**src/rtl/md_sched_pkg.sv**
```systemverilog
// Shared encodings for the multiply/divide scheduler: FSM states, op_sel bit
// positions, the divide-by-zero quotient and a two's-complement magnitude helper.
package md_sched_pkg;

  localparam logic [1:0] MD_IDLE = 2'd0;
  localparam logic [1:0] MD_DIV  = 2'd1;
  localparam logic [1:0] MD_MUL  = 2'd2;
  localparam logic [1:0] MD_DONE = 2'd3;

  // op_sel is one-hot {div, divu, mult, multu}
  localparam int unsigned OP_DIV   = 3;
  localparam int unsigned OP_DIVU  = 2;
  localparam int unsigned OP_MULT  = 1;
  localparam int unsigned OP_MULTU = 0;

  localparam logic [31:0] DIV0_QUOT = 32'hFFFF_FFFF;

  function automatic logic [31:0] mag32(input logic [31:0] v, input logic neg);
    return neg ? (~v + 32'd1) : v;
  endfunction

endpackage

```
**src/rtl/md_sched_div_iter.sv**
```systemverilog
// Iterative radix-2 restoring divider (one quotient bit per cycle, 32 cycles).
// With MD_MUL_ITER_EN it also runs a 32-step shift-add multiply on the same registers.
module div_iter
  import md_sched_pkg::*;
(
  input  logic        clk,
  input  logic        rst,
`ifdef MD_MUL_ITER_EN
  input  logic        mul,
`endif
  input  logic        start,
  input  logic        is_signed,
  input  logic [31:0] op_a,
  input  logic [31:0] op_b,
  output logic        done,
  output logic [63:0] result
);

  logic [31:0] rem_q, quot_q, dvs_q;
  logic [4:0]  cnt_q;
  logic        active_q, neg_q_q, neg_r_q;
  logic        sign_a, sign_b;

  logic [32:0] r33, sub33;
  logic        ge;
  logic [31:0] rem_n, quot_n;
`ifdef MD_MUL_ITER_EN
  logic        mul_q;
  logic [32:0] sum33;
  logic [63:0] prod;
`endif

  assign sign_a = is_signed & op_a[31];
  assign sign_b = is_signed & op_b[31];

  always_ff @(posedge clk) begin
    if (rst) begin
      rem_q    <= '0;
      quot_q   <= '0;
      dvs_q    <= '0;
      cnt_q    <= '0;
      active_q <= 1'b0;
      neg_q_q  <= 1'b0;
      neg_r_q  <= 1'b0;
`ifdef MD_MUL_ITER_EN
      mul_q    <= 1'b0;
`endif
    end else if (start) begin
      rem_q    <= '0;
      quot_q   <= mag32(op_a, sign_a);
      dvs_q    <= mag32(op_b, sign_b);
      cnt_q    <= '0;
      active_q <= 1'b1;
      neg_q_q  <= sign_a ^ sign_b;
      neg_r_q  <= sign_a;
`ifdef MD_MUL_ITER_EN
      mul_q    <= mul;
`endif
    end else if (active_q) begin
      rem_q  <= rem_n;
      quot_q <= quot_n;
      cnt_q  <= cnt_q + 5'd1;
      if (cnt_q == 5'd31)
        active_q <= 1'b0;
    end
  end

  // Divide: quot_q doubles as the dividend shifter; its MSB feeds the remainder.
  // Multiply: {rem_q, quot_q} is the product shifter, quot_q[0] selects the add.
  always_comb begin
    r33    = {rem_q, quot_q[31]};
    sub33  = r33 - {1'b0, dvs_q};
    ge     = (r33 >= {1'b0, dvs_q});
    rem_n  = ge ? sub33[31:0] : r33[31:0];
    quot_n = {quot_q[30:0], ge};
    result = {mag32(rem_n, neg_r_q), mag32(quot_n, neg_q_q)};
`ifdef MD_MUL_ITER_EN
    sum33 = {1'b0, rem_q} + {1'b0, dvs_q & {32{quot_q[0]}}};
    prod  = '0;
    if (mul_q) begin
      rem_n  = sum33[32:1];
      quot_n = {sum33[0], quot_q[31:1]};
      prod   = {rem_n, quot_n};
      result = neg_q_q ? (~prod + 64'd1) : prod;
    end
`endif
  end

  assign done = active_q && (cnt_q == 5'd31);

endmodule

```
**src/rtl/md_sched.sv**
```systemverilog
// EX-stage multiply/divide scheduler: FSM, operand latch, multiplier, HI/LO regs.
// Define MD_MUL_ITER_EN to run MULT/MULTU through the iterative unit (no '*').
module md_sched
  import md_sched_pkg::*;
(
  input  logic        clk,
  input  logic        rst,
  input  logic        op_valid,
  input  logic [3:0]  op_sel,
  input  logic [31:0] src1,
  input  logic [31:0] src2,
  input  logic        ex_hold,
  output logic        stallreq,
  output logic        hilo_we,
  output logic [31:0] hi_o,
  output logic [31:0] lo_o,
  output logic        busy
);

  logic [1:0]  state_q;
  logic [31:0] hi_q, lo_q;
  logic        is_div, is_mul, is_signed, div_zero, accept, start;
  logic        iter_done;
  logic [63:0] iter_res;

  assign is_div    = op_sel[OP_DIV] | op_sel[OP_DIVU];
  assign is_mul    = op_sel[OP_MULT] | op_sel[OP_MULTU];
  assign is_signed = op_sel[OP_DIV] | op_sel[OP_MULT];
  assign div_zero  = is_div && (src2 == '0);
  assign accept    = (state_q == MD_IDLE) && op_valid && (is_div || is_mul);

`ifdef MD_MUL_ITER_EN
  assign start = accept && !div_zero;
`else
  assign start = accept && is_div && !div_zero;

  logic [31:0] a_q, b_q;
  logic        msgn_q;
  logic [63:0] prod;

  always_ff @(posedge clk) begin
    if (rst) begin
      a_q    <= '0;
      b_q    <= '0;
      msgn_q <= 1'b0;
    end else if (accept && !is_div) begin
      a_q    <= src1;
      b_q    <= src2;
      msgn_q <= op_sel[OP_MULT];
    end
  end

  // Low 64 bits of the extended operands' product equal the 33x33 product.
  assign prod = (msgn_q ? {{32{a_q[31]}}, a_q} : {32'd0, a_q}) *
                (msgn_q ? {{32{b_q[31]}}, b_q} : {32'd0, b_q});
`endif

  div_iter u_div_iter (
    .clk       (clk),
    .rst       (rst),
`ifdef MD_MUL_ITER_EN
    .mul       (!is_div),
`endif
    .start     (start),
    .is_signed (is_signed),
    .op_a      (src1),
    .op_b      (src2),
    .done      (iter_done),
    .result    (iter_res)
  );

  always_ff @(posedge clk) begin
    if (rst) begin
      state_q <= MD_IDLE;
      hi_q    <= '0;
      lo_q    <= '0;
    end else begin
      case (state_q)
        MD_IDLE: begin
          if (accept) begin
            if (div_zero) begin
              hi_q    <= src1;
              lo_q    <= DIV0_QUOT;
              state_q <= MD_DONE;
            end else if (is_div) begin
              state_q <= MD_DIV;
            end else begin
              state_q <= MD_MUL;
            end
          end
        end
        MD_DIV: begin
          if (iter_done) begin
            hi_q    <= iter_res[63:32];
            lo_q    <= iter_res[31:0];
            state_q <= MD_DONE;
          end
        end
        MD_MUL: begin
`ifdef MD_MUL_ITER_EN
          if (iter_done) begin
            hi_q    <= iter_res[63:32];
            lo_q    <= iter_res[31:0];
            state_q <= MD_DONE;
          end
`else
          hi_q    <= prod[63:32];
          lo_q    <= prod[31:0];
          state_q <= MD_DONE;
`endif
        end
        MD_DONE: begin
          // No restart from DONE: a held instruction must not execute twice.
          if (!ex_hold)
            state_q <= MD_IDLE;
        end
        default: state_q <= MD_IDLE;
      endcase
    end
  end

  assign stallreq = (accept && !div_zero) || (state_q == MD_DIV) || (state_q == MD_MUL);
  assign hilo_we  = (state_q == MD_DONE);
  assign hi_o     = hi_q;
  assign lo_o     = lo_q;
  assign busy     = (state_q != MD_IDLE);

endmodule
```
**config.mk**
```make
export PLATFORM = sky130hd
export DESIGN_NAME = md_sched
export DESIGN_NICKNAME = d
export VERILOG_FILES = /design/src/rtl/md_sched_pkg.sv /design/src/rtl/md_sched_div_iter.sv /design/src/rtl/md_sched.sv
export SDC_FILE = /design/constraint.sdc
export NUM_CORES = 2
export LEC_CHECK = 0
export CORE_ASPECT_RATIO = 0.5
export CORE_MARGIN = 2
export CORE_UTILIZATION = 35
export CTS_CLUSTER_DIAMETER = 40
export CTS_CLUSTER_SIZE = 24
export DETAILED_ROUTE_END_ITERATION = 6
export MAX_ROUTING_LAYER = met4
export PLACE_DENSITY = 0.54
export SYNTH_ARGS = -nofsm -noshare
export SYNTH_HDL_FRONTEND = slang
export SYNTH_SLANG_ARGS = --single-unit
```
**constraint.sdc**
```tcl
create_clock -name clk -period 13.3 [get_ports clk]
set_clock_uncertainty 0.15 [all_clocks]
set_input_delay 2.66 -clock clk [delete_from_list [all_inputs] [get_ports clk]]
set_output_delay 2.66 -clock clk [all_outputs]
set_load 0.02 [all_outputs]
```
==> metrics.md <==
| Metric | Value |
|---|---|
| Antenna Nets Post-Route | `0` |
| Reg clk slew, reported paths | `0.05 ns` |
| Core footprint | `177,000 um2` |
| Io pins | `139` |
| Area delta synth->final | `8.83%` |
| DR vias | `48,300` |
| Crit-path max FO | `8` |
| Max Clock Freq | `a little over 0.09 GHz` |
| Arrival time at the worst endpoint | `11.26 ns` |
| Post-synth cell types | `95` |
| Mapped Area | `62,700 um2` |
| CTS max path bufs | `3` |
| WHS Path Cells | `2` |
| Met1 Resource Use GR | `35.9%` |
| Port bufs | `138` |
| Skew-Pair Late Insertion Delay | `0.62 ns` |
| Reg2Reg Capture Point | `hi_o[26]$_SDFFE_PP0P_` |
| Fin util | `38.5%` |
| Nets | `between 8,000 and 9,000` |
| Slowest Stage Delay on Critical Path | `1.09 ns` |
| RSZ-0062 raised after global routing | `no` |
| Final slew viol count | `0` |
| Global-route wire length before repair | `around 340,000 um` |
| Post-cts sizing count | `0` |
| Async S/R FF share, synth | `0%` |
| Seq/Total Area, Yosys | `7.50%` |
| CTS tree | `yes` |
| Vias in the first global route | `50,500` |
| Endpoints failing setup | `0` |
| Final Hold Viols | `0` |
| Root Buffer | `clkbuf_16` |
| Post-Syn Instances | `7,043` |
| Worst R2R Path Depth | `29` |
| Synth Warn # | `0` |
| Final instance area | `68,300 um2` |
| Iteration-0 DRC Markers | `about 4,400` |
| 1st-pass router iterations | `6` |
| GR Util met2 | `37.6%` |
| Relative slew slack | `roughly an eighth` |
| FF+latch count, synth | `235` |
| Met3 usage | `3.76%` |
| Crit path capture type | `flip-flop` |
| Num CTS Buffers | `50` |
| Via-per-instance ratio | `5.15` |
| Crit path top cell by count | `fa_1` |
| Min-Delay Startpoint | `hi_o[3]$_SDFFE_PP0P_` |
| Pwr dens | `79.4 nW/um2` |
| H-Tree Depth | `2` |
| Fin crit period | `10.95 ns` |
| Gr ovfl total | `0` |
| Tcrit/Tclk final | `between 80% and 90%` |
| Multi-input logic area | `about 50,000 um2` |
| CTS sink cnt | `approximately 240` |
| Hold worst-path end | `hi_o[3]$_SDFFE_PP0P_` |
| Status | `finished, final reports clean` |
| Initial antenna violation count | `11` |
| Largest net degree at the start of global routing | `75` |
| Initial Utilization | `approximately 35%` |
| Hold-fix buffers, CTS | `0` |
| Tot GR Track Use | `about a quarter` |
| Worst slew pin tran | `~1.3 ns` |
| Die Span Y | `roughly 300 um` |
| DP Area | `~67,000 um2` |
| Power, Total | `0.00542 W` |
| Placer Congestion | `0.980` |
| Gr busiest metal | `met2` |
| Leakage power | `33.2 nW` |
| Number of flops mapped to enable cells by yosys | `0` |
| Slowest cell on the critical path | `xnor2_1` |
| Critical path type | `reg2reg` |
| Syn avg cell area | `between 8 and 9 um2` |
| Register area | `4710 um2` |
| Layout cells sized above 1 | `under 10%` |
| Filler Cell Count | `18,200` |
| Final setup TNS | `0 ns` |
| Worst Hold Class | `reg2reg` |
| WL/cell | `between 20 and 25 um` |
| FF-to-FF setup slack | `about 2.4 ns` |
| Post-CTS Setup Bufs | `0` |
| Worst setup SP type | `flip-flop` |
| Maxcap violations | `0` |
| R2r startpoint | `a_q[1]$_SDFFE_PP0P_` |
| Worst endpoint required time | `13.61 ns` |
| Drt drc | `0` |
| DRT Wirelength | `222,000 um` |
| Die area | `183,000 um2` |
| Site Rows | `~110` |
| Ys flop type | `dfxtp_1` |
| Placed wire-length estimate | `182,000 um` |
| Die Span X | `603 um` |
| Mapped Nets | `8,885` |
| VDD IR-drop max | `102 uV` |
-- worst max-delay path, delay by kind of cell, from the launching register on --
kind                       cells  cell delay [ns]
xor gates and xnor gates       2             1.25
DFF                            1             0.50
AOI/OAI and AO/OA              4             1.94
buffers and inverters          6             0.46
adders and majority gates     10             4.65
and+or+nand+nor                7             1.86
-- per-stage QoR --
stage	instances	worst slack, ns	hold WS [ns]
after floorplan	7043	3.66	0.282
after global placement	9295	2.50	0.291
after detailed placement	9295	2.48	0.294
after CTS	9385	2.43	0.299
after global routing	9389	1.84	0.324
final	9390	2.35	0.300
-- layer usage --
layer | vias up | wire (um)
met1 | 25000 | 100000
met4 | 0 | 8350
li1 | 21100 | -
met5 | - | 0
met3 | 304 | 18100
met2 | 1944 | 95300
-- synthesized netlist by cell type (19+ instances only) --
| master | instances | area, um2 |
|---|---|---|
| xor2_1 | 68 | 596 |
| nand2_1 | 810 | 3040 |
| buf_2 | 19 | 95.1 |
| a221oi_1 | 37 | 324 |
| and2_1 | 583 | 3650 |
| nor3_1 | 56 | 280 |
| or3_1 | 20 | 125 |
| inv_1 | 1594 | 5980 |
| mux2i_1 | 53 | 531 |
| nor4_1 | 25 | 156 |
| a31oi_1 | 27 | 169 |
| and3_1 | 33 | 206 |
| clkbuf_1 | 339 | 1270 |
| a211oi_1 | 102 | 766 |
| fa_1 | 1420 | 28400 |
| nand3_1 | 41 | 205 |
| ha_1 | 350 | 4380 |
| a21oi_1 | 237 | 1190 |
| dfxtp_1 | 235 | 4700 |
| nand4_1 | 26 | 163 |
| xnor2_1 | 188 | 1650 |
| o31ai_1 | 32 | 240 |
| o21ai_0 | 122 | 611 |
| nor2_1 | 260 | 976 |
| buf_1 | 26 | 97.6 |
| a21o_1 | 48 | 360 |
-- cell type report --
type / count / area share [%]
Multi-Input combinational cell: 4825 / 74.1
Clock buffer: 61 / 2.03
Sequential cell: 235 / 6.90
Inverter: 1595 / 8.77
Tap cell: 2386 / 4.37
Antenna cell: 5 / 0.0183
Timing Repair Buffer: 254 / 3.30
Clock inverter: 29 / 0.539
-- power by group --
part | internal, W | switching, W | total, W | leakage (nW)
logic | 0.000993 | 0.00205 | 0.00304 | 30.4
clock network | 0.000857 | 0.000460 | 0.00132 | 0.860
registers | 0.000854 | 0.000215 | 0.00107 | 1.92
total | 0.00270 | 0.00272 | 0.00542 | 33.2
-- worst max path at each step --
stage / cells past startpoint / start / endpoint
2_1_floorplan: 30 / msgn_q$_SDFFE_PP0P_ / hi_o[26]$_SDFFE_PP0P_
3_3_place_gp: 30 / msgn_q$_SDFFE_PP0P_ / hi_o[26]$_SDFFE_PP0P_
3_5_place_dp: 32 / msgn_q$_SDFFE_PP0P_ / hi_o[26]$_SDFFE_PP0P_
4_1_cts: 32 / msgn_q$_SDFFE_PP0P_ / hi_o[26]$_SDFFE_PP0P_
5_1_grt: 29 / msgn_q$_SDFFE_PP0P_ / hi_o[26]$_SDFFE_PP0P_
6_report: 29 / a_q[1]$_SDFFE_PP0P_ / hi_o[26]$_SDFFE_PP0P_
-- kinds of logic after synthesis --
| kind of cell | after synthesis | synth area share [%] |
|---|---|---|
| AO/OA/AOI/OAI | 793 | 8.57 |
| XOR/XNOR | 256 | 3.57 |
| adder cells (fa/ha/maj) | 1774 | 52.4 |
| buffers and inverters | 1983 | 12.0 |
| flip-flops | 235 | 7.50 |
| multiplexers | 59 | 0.953 |
| AND/OR/NAND/NOR | 1943 | 15.1 |
-- sequential cells by signal, summed over array words and instances, names as in the netlist --
register,flops
hi_o,32
a_q,32
u_div_iter.active_q,1
u_div_iter.rem_q,32
msgn_q,1
u_div_iter.quot_q,32
u_div_iter.cnt_q,5
u_div_iter.neg_q_q,1
b_q,32
state_q,2
lo_o,32
u_div_iter.dvs_q,32
u_div_iter.neg_r_q,1
-- placed cells by master (no fill, tap or decap), types with 26 or more instances in the layout --
cell type	count
dfxtp_1	232
a221oi_1	37
a21oi_1	237
xnor2_1	188
a21o_1	48
nand2_1	806
a211oi_1	102
nor3_1	54
mux2i_1	53
a31oi_1	27
nand4_1	26
clkdlybuf4s50_1	137
o31ai_1	32
nor2_1	260
ha_1	347
and2_1	583
xor2_1	68
fa_1	1420
o21ai_0	122
clkbuf_16	51
and3_1	33
buf_4	116
nand3_1	41
inv_1	1594
(Power assumes the default switching activity.)
